## config.mk

```make
export PLATFORM = sky130hd
export DESIGN_NAME = gray_bin_conv_pipe
export DESIGN_NICKNAME = d
export VERILOG_FILES = /design/src/rtl/gray_pkg.sv /design/src/rtl/gray_conv_stage.sv /design/src/rtl/gray_bin_conv_pipe.sv
export SDC_FILE = /design/constraint.sdc
export NUM_CORES = 1
export LEC_CHECK = 0
export BUFFER_PORTS_ARGS = -buffer_cell sky130_fd_sc_hd__buf_2
export CORE_UTILIZATION = 50
export DETAILED_ROUTE_END_ITERATION = 10
export GPL_TIMING_DRIVEN = 1
export PLACE_DENSITY = 0.77
export SLEW_MARGIN = 10
export SYNTH_ARGS = -nofsm -noshare
export SYNTH_HDL_FRONTEND = slang
export SYNTH_SLANG_ARGS = --single-unit
export TNS_END_PERCENT = 50
```

## constraint.sdc

```tcl
create_clock -name clk -period 1.8 [get_ports clk]
set_input_delay 0.36 -clock clk [delete_from_list [all_inputs] [get_ports clk]]
set_output_delay 0.36 -clock clk [all_outputs]
set_load 0.01 [all_outputs]
```

## src/rtl/gray_pkg.sv

```systemverilog
`default_nettype none
// ============================================================================
// Module      : gray_pkg
// Description : Shared mode codes, stage control payload and the generic
//               binary-to-Gray helper for the Gray/binary converter pipeline.
// Revision    : 1.0 - initial release
// ============================================================================
package gray_pkg;

    localparam int   MAX_WIDTH = 32;

    localparam logic MODE_B2G  = 1'b0;
    localparam logic MODE_G2B  = 1'b1;

    // Control half of a stage payload; the WIDTH-bit data word sits beside it
    // because its width is a per-instance parameter.
    typedef struct packed {
        logic valid;
        logic mode;
    } stage_ctl_t;

    // Callers zero-extend narrower words, so the top bit passes straight through.
    function automatic logic [MAX_WIDTH-1:0] bin2gray(input logic [MAX_WIDTH-1:0] bin);
        return bin ^ (bin >> 1);
    endfunction

endpackage
`default_nettype wire

```

## src/rtl/gray_conv_stage.sv

```systemverilog
`default_nettype none
// ============================================================================
// Module      : gray_conv_stage
// Description : One enabled pipeline register of the Gray/binary converter.
//               Resolves Gray->binary bits HI..LO, or (first stage only)
//               performs the complete binary->Gray conversion.
// Revision    : 1.0 - initial release
// ============================================================================
module gray_conv_stage
    import gray_pkg::*;
#(
    parameter int WIDTH = 8,
    parameter int LO    = 0,
    parameter int HI    = WIDTH - 1,
    parameter bit FIRST = 1'b1
) (
    input  logic             clk,
    input  logic             rst_n,
    input  logic             i_en,
    input  logic             i_valid,
    input  logic             i_mode,
    input  logic [WIDTH-1:0] i_data,
    output logic             o_valid,
    output logic             o_mode,
    output logic [WIDTH-1:0] o_data
);

    stage_ctl_t       r_ctl;
    logic [WIDTH-1:0] r_data;
    logic [WIDTH-1:0] w_data;

    // Bits above HI are already binary in the partial word, so bit i+1 is the
    // running XOR for bit i. HI < LO leaves the stage as a plain delay.
    always_comb begin
        w_data = i_data;
        if (i_mode == MODE_B2G) begin
            if (FIRST) begin
                w_data = WIDTH'(bin2gray(MAX_WIDTH'(i_data)));
            end
        end else begin
            for (int i = WIDTH - 2; i >= 0; i--) begin
                if ((i >= LO) && (i <= HI)) begin
                    w_data[i] = w_data[i+1] ^ i_data[i];
                end
            end
        end
    end

    // Bubbles clear valid but leave data/mode untouched.
    always_ff @(posedge clk or negedge rst_n) begin
        if (!rst_n) begin
            r_ctl  <= '0;
            r_data <= '0;
        end else if (i_en) begin
            r_ctl.valid <= i_valid;
            if (i_valid) begin
                r_ctl.mode <= i_mode;
                r_data     <= w_data;
            end
        end
    end

    assign o_valid = r_ctl.valid;
    assign o_mode  = r_ctl.mode;
    assign o_data  = r_data;

endmodule
`default_nettype wire

```

## src/rtl/gray_bin_conv_pipe.sv

```systemverilog
`default_nettype none
// ============================================================================
// Module      : gray_bin_conv_pipe
// Description : Pipelined binary<->Gray converter with per-word mode select
//               and a global-stall valid/ready handshake.
// Revision    : 1.0 - initial release
// ============================================================================
module gray_bin_conv_pipe
    import gray_pkg::*;
#(
    parameter int WIDTH  = 8,
    parameter int STAGES = 2
) (
    input  logic             clk,
    input  logic             rst_n,
    input  logic             in_valid,
    output logic             in_ready,
    input  logic [WIDTH-1:0] in_data,
    input  logic             in_mode,
    output logic             out_valid,
    input  logic             out_ready,
    output logic [WIDTH-1:0] out_data,
    output logic             out_mode
);

    localparam int c_CHUNK = (WIDTH + STAGES - 1) / STAGES;

    logic             w_advance;
    logic [STAGES:0]  w_valid;
    logic [STAGES:0]  w_mode;
    logic [WIDTH-1:0] w_data [STAGES+1];

    // Whole pipe moves or holds together; no bubble squeezing.
    assign w_advance = out_ready | ~out_valid;
    assign in_ready  = w_advance;

    assign w_valid[0] = in_valid;
    assign w_mode[0]  = in_mode;
    assign w_data[0]  = in_data;

    generate
        for (genvar k = 0; k < STAGES; k++) begin : g_stage
            localparam int c_HI = WIDTH - 1 - k * c_CHUNK;
            localparam int c_LO = (c_HI - c_CHUNK + 1 < 0) ? 0 : (c_HI - c_CHUNK + 1);

            gray_conv_stage #(
                .WIDTH (WIDTH),
                .LO    (c_LO),
                .HI    (c_HI),
                .FIRST (k == 0)
            ) u_stage (
                .clk     (clk),
                .rst_n   (rst_n),
                .i_en    (w_advance),
                .i_valid (w_valid[k]),
                .i_mode  (w_mode[k]),
                .i_data  (w_data[k]),
                .o_valid (w_valid[k+1]),
                .o_mode  (w_mode[k+1]),
                .o_data  (w_data[k+1])
            );
        end
    endgenerate

    assign out_valid = w_valid[STAGES];
    assign out_mode  = w_mode[STAGES];
    assign out_data  = w_data[STAGES];

endmodule
`default_nettype wire

```

After elaboration in Yosys (flattened, before gate mapping)
Index checks and enable logic that the tools add are counted.

word-level totals
  register bits = 20
  input bits = 13
  output and inout bits = 11
  logic and storage cells = 27

cells by class
  muxes and demuxes = 9
  bitwise logic cells = 10
  reductions and logical operators = 2

operator list
  kind              number
  $mux 4            2
  $xor 8x7->8       1
  $xor 1x1->1       7
  $mux 1            6
  $reduce_and 2->1  2
  $mux 3            1
  $not 1->1         1
  $or 1x1->1        1

Depth between registers and ports, before layout
Gate-level depths: netlist (run 1).

  word-level depth = 8
  depth in mapped cells = 5
  depth with buffers taken out = 4

Cells and area by module
From an unflattened synthesis (run 1), not the netlist that was laid out.

second synthesis, totals
  cell total of the unflattened synthesis = 88
  area, all modules = 954.7 um^2

modules (own cells, without submodules)
  module                                 instances  cells an instance  area an instance (um^2)  seq. area each (um^2)
  gray_conv_stage at g_stage[0].u_stage  1          47                 480.5                    250.2
  gray_conv_stage at g_stage[1].u_stage  1          40                 467.9                    250.2
  gray_bin_conv_pipe                     1          1                  6.3                      0.0

Least setup slack after synthesis (run 1)
OpenSTA, ideal clock, no wires.

  path kind = reg-to-reg
  start point = reg g_stage[0].u_stage.r_data[3]
  end point = reg g_stage[1].u_stage.r_data[0]
  setup time = 0.126 ns
  arrival time = 1.380 ns
  required time = 1.674 ns
  slack = 0.295 ns
  stages on the path, launching flop included = 5
  path buffers = 0
  period minus slack after synthesis = 1.505 ns
  cell sequence = dfrtp_1 xor3_2 xor2_1 and2_1 a221o_1

on the way
  word-level cells in the longest chain between the ends = 8

RTL lines
  item                    RTL line               text
  from (decl)             gray_conv_stage.sv:29  logic [WIDTH-1:0] r_data;
  from (signal assigned)  gray_conv_stage.sv:58  r_data <= w_data;
  $xor 1x1->1             gray_conv_stage.sv:43  w_data[i] = w_data[i+1] ^ i_data[i];
  $mux 1                  gray_conv_stage.sv:36  if (i_mode == MODE_B2G) begin
  $xor 1x1->1             gray_conv_stage.sv:43
  $mux 1                  gray_conv_stage.sv:36
  $xor 1x1->1             gray_conv_stage.sv:43
  $mux 1                  gray_conv_stage.sv:36
  $xor 1x1->1             gray_conv_stage.sv:43
  $mux 4                  gray_conv_stage.sv:36
  to (signal assigned)    gray_conv_stage.sv:58
  to (decl)               gray_conv_stage.sv:29

No other way between the ends. The select of a mux whose other input is x is not followed.
A chain may end at the register's enable or synchronous reset.

Final worst setup path (run 1)
  start point = reg g_stage[0].u_stage.r_data[2]
  end point = reg g_stage[1].u_stage.r_data[0]

on the way
  word-level cells in the longest chain between the ends = 6

RTL lines
  item         RTL line
  $xor 1x1->1  gray_conv_stage.sv:43
  $mux 1       gray_conv_stage.sv:36
  $xor 1x1->1  gray_conv_stage.sv:43
  $mux 1       gray_conv_stage.sv:36
  $xor 1x1->1  gray_conv_stage.sv:43
  $mux 4       gray_conv_stage.sv:36

No other way between the ends. The select of a mux whose other input is x is not followed.

==> run_results.csv, run 1 <==
group,metric,value,unit
clocking,htreeDepth,1,
setup_path,r2r-start,"g_stage[0].u_stage.o_data[2]",
detailed_routing,drt_first_pass_iters,2,
setup_path,r2r_slack,220,ps
pwr,power_density,1210,nW/um2
logic_synthesis,ys_ff_latch,20,
global_route,grt_antenna_before_repair,0,
setup_path,crit_required,1980,ps
sta,worst_pin_slew,456,ps
pwr,sw_frac_of_total,31.9,%
logic_synthesis,ys_types,17,
placement,finalWeightedCongestion,0.738,
setup_path,cp-end-kind,"flip-flop",
pwr,p_int,0.000895,W
clocking,cts.sinks,20,
pwr,clock_power_share,15.0,%
placement,dpl.hpwl,1150,um
die,fp.dieH,45.1,um
die,die_x,45.1,um
detailed_routing,wl_per_cell,11.3,um
sta,fin_hold_ws,-6.39,ps
logic_synthesis,synthCells,83,
setup_path,r2r_end,"g_stage[1].u_stage.o_data[0]",
logic_synthesis,synth.yosys.seq_area_share,53.9,%
cells_and_area,layout.area.seq,500,um2
clocking,clk_latency,290,ps
run,drv_cap,0,
clocking,clock_path_buffers,2,
die,ioPinCount,24,
cells_and_area,final_cell_mix,"buf_2 (23), dfrtp_1 (20), nand2_1 (16), o21ai_0 (10), xnor2_1 (9)",
cells_and_area,layout-drive-gt1-share,32.7,%
clocking,post_cts_buffers,0,
sta,slew_viol_final,0,
setup_path,cp_max_fo,3,
detailed_routing,drcViolationCount,0,
sta,finalSetupViolCount,0,
detailed_routing,postRouteAntennaNets,0,
logic_synthesis,yosysWarnings,0,
pwr,irDropWorstVdd,0.000564,V
cells_and_area,utilization,63.0,%
pwr,power.leakage,0.515,nW
die,start_util,53.8,%
clocking,cts.repair.resized,0,
setup_path,worstSetupPathType,"reg2reg",
sta,rsz0062_at_grt,"false",
sta,finalCritPeriodShare,88.0,%
logic_synthesis,syn_nets,96,
placement,io_buffers,23,
global_route,grt_max_degree,21,
die,dieArea,2030,um2
sta,min_period,1580,ps
logic_synthesis,avgSynthCellArea,11.2,um2
clocking,cts_made_buffers,3,
setup_path,cp-start-kind,"flip-flop",
sta,hold_viol_final,10,
cells_and_area,n_antenna_cell,0,
setup_path,cp.arrival,1770,ps
cells_and_area,final_common_cell,"buf_2",
detailed_routing,wl,1490,um
die,rows,15,
run_status,status,"finished with violations",
global_route,grt_util_all_layers,16.7,%
global_route,grt-ovfl-total,0,
global_route,grt_pass1_wl,2390,um
sta,fin_tns_setup,0,ps
cells_and_area,syn2layout_area_growth,17.3,%
logic_synthesis,netlist_area,928,um2
detailed_routing,drtIter0Drc,3,
clocking,cts_tree,"built",
setup_path,worstRegToRegCells,4,
global_route,grt_pass1_vias,540,
cells_and_area,multi_input_area,415,um2
pwr,p_switching,0.000419,W
cells_and_area,final_nets,122,
run_status,violations,"hold timing",
sta,max_freq,631,MHz
clocking,hold_buffers,0,
detailed_routing,num_vias,631,
worst_hold_path,min_path_type,"in2async",
pwr,pwr-share-seq,51.2,%
sta,skew,4.33,ps
cells_and_area,n_fill_cell,171,
sta,max-slew-margin-rel,69.5,%
die,core-area,1730,um2
detailed_routing,viasPerCell,4.78,
pwr,power_frac_comb,33.8,%
clocking,cts-root-buf,"clkbuf_4",
clocking,clk_pin_slew_worst_paths,100,ps
## worst max-delay path by stage
stage	startpoint	slack [ps]	depth (start not counted)	to
after floorplan	g_stage[0].u_stage.o_data[3]	290	4	g_stage[1].u_stage.o_data[0]
after global placement	out_ready	250	4	g_stage[0].u_stage.o_data[4]
after detailed placement	out_ready	210	5	g_stage[1].u_stage.o_data[0]
after CTS	g_stage[0].u_stage.o_data[2]	210	4	g_stage[1].u_stage.o_data[0]
after global routing	g_stage[0].u_stage.o_data[3]	180	4	g_stage[1].u_stage.o_data[0]
final	g_stage[0].u_stage.o_data[2]	220	4	g_stage[1].u_stage.o_data[0]
## cells in the mapped netlist
cell type  number  area [um2]
o21ai_0        10        50.1
mux2_2          8        90.1
nor2_1          1        3.75
inv_1           1        3.75
nor2b_1         5        31.3
xnor2_1         9        78.8
nand2_1        16        60.1
buf_2           1        5.00
a221o_1         1        10.0
a21oi_1         1        5.00
xor3_2          1        25.0
and2_1          1        6.26
nand2b_1        1        6.26
clkbuf_1        1        3.75
nand3_1         1        5.00
dfrtp_1        20         500
xor2_1          5        43.8
## area by class of cell
class | count | share of cell area, %
well taps | 25 | 2.87
repair buffers | 23 | 10.6
multi-input cells | 60 | 38.2
clock buffers | 3 | 2.07
flip-flops and latches | 20 | 46.0
inverters | 1 | 0.345
## worst max-delay path: stages, from the launching register on
cell,delay [ps]
dfrtp_1,410
xor3_2,460
xor2_1,170
and2_1,160
a221o_1,280
## power by group through the flow
stage                     Sequential (W)  Clock [W]  Combinational [W]
after global routing            0.000686   0.000223           0.000495
after CTS                       0.000672   0.000207           0.000453
after detailed placement        0.000681          0           0.000453
after global placement          0.000676          0           0.000440
final                           0.000673   0.000197           0.000444
after floorplan                 0.000717          0           0.000251
## registers in the layout, indices dropped and copies added (netlist names)
register / cells
g_stage.u_stage.o_valid: 2
g_stage.u_stage.o_data: 16
g_stage.u_stage.o_mode: 2
## stage by stage
step	total power (W)	std cells	cell area, um2	setup WS, ps
floorplan	0.000969	83	928	295
global placement	0.00112	129	1070	248
detailed placement	0.00113	129	1070	211
CTS	0.00133	132	1090	208
global route	0.00140	132	1090	178
finish	0.00131	132	1090	216
## logic make-up after synthesis
logic type,after synthesis,synth area share (%)
and+or+nand+nor,25,12.1
DFF,20,53.9
xor gates and xnor gates,15,15.9
AOI/OAI and AO/OA,12,7.01
muxes,8,9.70
buffers and inverters,3,1.35
## metal layers
metal	GRT usage (%)	part of all wire, %
met1	23.7	47
met2	24.6	49
met3	3.60	2.7
met4	7.27	0.87
met5	0	0
Power figures use the tool's default switching activity.
==> run 2, diff against run 1 <==
--- a/config.mk
+++ b/config.mk
@@ -5,11 +5,11 @@
 export SDC_FILE = /design/constraint.sdc
 export NUM_CORES = 1
 export LEC_CHECK = 0
-export BUFFER_PORTS_ARGS = -buffer_cell sky130_fd_sc_hd__buf_2
-export CORE_UTILIZATION = 50
+export CORE_UTILIZATION = 40
 export DETAILED_ROUTE_END_ITERATION = 10
+export DONT_BUFFER_PORTS = 1
 export GPL_TIMING_DRIVEN = 1
-export PLACE_DENSITY = 0.77
+export PLACE_DENSITY = 0.55
 export SLEW_MARGIN = 10
 export SYNTH_ARGS = -nofsm -noshare
 export SYNTH_HDL_FRONTEND = slang
==> run_results.csv, run 2 (synthesized netlist as in run 1, its figures left out) <==
group,metric,value,unit
detailed_routing,drcViolationCount,0,
setup_path,worstPathCellList,"xor3_2 > xor2_1 > and2_1 > a221o_1",
placement,dp_slack,224,ps
pwr,power_density,1220,nW/um2
setup_path,cp-end-kind,"flip-flop",
detailed_routing,wl_per_cell,12.4,um
cells_and_area,largest_register_ff_count,16,
worst_hold_path,min_path_type,"in2reg",
sta,setup_slack,212,ps
sta,skew,0.244,ps
sta,finalCritPeriodShare,88.2,%
global_route,grt_util_all_layers,12.7,%
cells_and_area,layout-drive-gt1-share,16.1,%
clocking,cts_tree,"built",
pwr,sw_frac_of_total,32.2,%
detailed_routing,wl,1420,um
detailed_routing,drtIter0Drc,7,
cells_and_area,n_fill_cell,208,
global_route,grt-ovfl-total,0,
pwr,p_int,0.000831,W
cells_and_area,final_cell_mix,"dfrtp_1 (20), nand2_1 (16), o21ai_0 (10), xnor2_1 (9), mux2_2 (8)",
cells_and_area,final_common_cell,"dfrtp_1",
die,dieArea,2520,um2
clocking,cts.sinks,20,
cells_and_area,final_nets,102,
detailed_routing,postRouteAntennaNets,0,
cells_and_area,syn2layout_area_growth,7.95,%
pwr,pwr-share-seq,59.7,%
clocking,clock_path_buffers,2,
pwr,power.leakage,0.436,nW
global_route,grt_antenna_before_repair,0,
setup_path,critPathTopFamily,"XOR/XNOR gates",
setup_path,cpPeakStageDelay,470,ps
clocking,clk_latency,290,ps
sta,slew_viol_final,0,
setup_path,crit_required,1980,ps
pwr,clock_power_share,16.4,%
run,drv_cap,0,
sta,worst_pin_slew,898,ps
sta,hold_viol_final,0,
clocking,clk_pin_slew_worst_paths,100,ps
setup_path,cp-start-kind,"flip-flop",
setup_path,cp_slowest_cell,"xor3_2",
cells_and_area,n_antenna_cell,0,
detailed_routing,viasPerCell,4.90,
placement,finalWeightedCongestion,0.691,
setup_path,cp_max_fo,3,
placement,dpl.hpwl,1090,um
detailed_routing,num_vias,564,
setup_path,worstSetupPathType,"reg2reg",
placement,io_buffers,0,
die,die_x,50.2,um
global_route,grt_max_degree,21,
pwr,p_switching,0.000394,W
die,core-area,2190,um2
die,fp.dieH,50.2,um
sta,max_freq,630,MHz
sta,finalSetupViolCount,0,
clocking,cts-root-buf,"clkbuf_4",
global_route,grt_pass1_vias,529,
setup_path,worst-path-buf-inv,0,
pwr,irDropWorstVdd,0.000528,V
die,start_util,42.4,%
sta,min_period,1590,ps
sta,fin_tns_setup,0,ps
die,ioPinCount,24,
sta,rsz0062_at_grt,"false",
clocking,htreeDepth,1,
die,rows,17,
sta,max-slew-margin-rel,39.9,%
clocking,cts_made_buffers,3,
global_route,grt_pass1_wl,2300,um
setup_path,cp.arrival,1770,ps
detailed_routing,drt_first_pass_iters,4,
run_status,status,"completed",
pwr,power_frac_comb,23.9,%
cells_and_area,utilization,45.7,%
clocking,cts.repair.resized,0,
[run 2: cell types whose count changed in the layout (fill, tap and decap cells not counted)]
cell	before	now
buf_2	23	0
dlygate4sd3_1	0	1
buf_4	0	2
[run 2: worst paths after layout]
path                                         startpoint                           end  slack, ps  cells after the start
max reg2reg                g_stage[0].u_stage.o_data[2]  g_stage[1].u_stage.o_data[0]        210                      4
max in group asynchronous                         rst_n  g_stage[0].u_stage.o_data[0]        620                      1
max                        g_stage[0].u_stage.o_data[2]  g_stage[1].u_stage.o_data[0]        210                      4
min in group asynchronous                         rst_n     g_stage[1].u_stage.o_mode        630                      1
min                                          in_data[7]  g_stage[0].u_stage.o_data[7]        210                      1
min reg2reg                g_stage[0].u_stage.o_data[6]  g_stage[0].u_stage.o_data[6]        490                      2
[run 2: worst reg2reg max path: cells and delay by family (launching register included)]
family | cells | cell delay [ps]
flip-flops | 1 | 410
AO/OA/AOI/OAI | 1 | 280
AND/OR/NAND/NOR | 1 | 160
XOR/XNOR | 2 | 630
[run 2: power by group through the flow]
| stage | logic (W) | registers [W] | clock network (W) |
|---|---|---|---|
| floorplan | 0.000251 | 0.000717 | 0 |
| global placement | 0.000279 | 0.000742 | 0 |
| finish | 0.000293 | 0.000732 | 0.000201 |
| global route | 0.000330 | 0.000751 | 0.000230 |
| detailed placement | 0.000287 | 0.000747 | 0 |
| CTS | 0.000299 | 0.000737 | 0.000213 |
[run 2: routing by layer]
metal | up-vias | global-route usage, % | part of all wire, %
li1 | 281 | - | -
met1 | 264 | 16.0 | 50
met2 | 19 | 18.9 | 45
met3 | 0 | 3.33 | 5.2
met4 | 0 | 8.57 | 0
met5 | - | 0 | 0
[run 2: repair_timing]
| item | in CTS | in global routing |
|---|---|---|
| buffers inserted | 0 | 0 |
| endpoints found under the hold margin | 20 | 0 |
| hold buffers | 1 | 0 |
[run 2: final cells by class]
class	instances	area (um2)	share of cell area, %
clock buffers	3	22.5	2.25
inverters	1	3.75	0.375
multi-input cells	60	415	41.4
flip-flops and latches	20	500	49.9
well taps	28	35.0	3.50
repair buffers	3	25.0	2.50
[run 2: through the flow]
stage | std cells | total power [W] | hold WS, ps | instance area [um2]
floorplan | 83 | 0.000969 | 64.4 | 928
global placement | 111 | 0.00102 | 64.9 | 970
detailed placement | 111 | 0.00103 | 64.9 | 970
CTS | 115 | 0.00125 | 200 | 1000
global route | 115 | 0.00131 | 186 | 1000
finish | 115 | 0.00123 | 213 | 1000
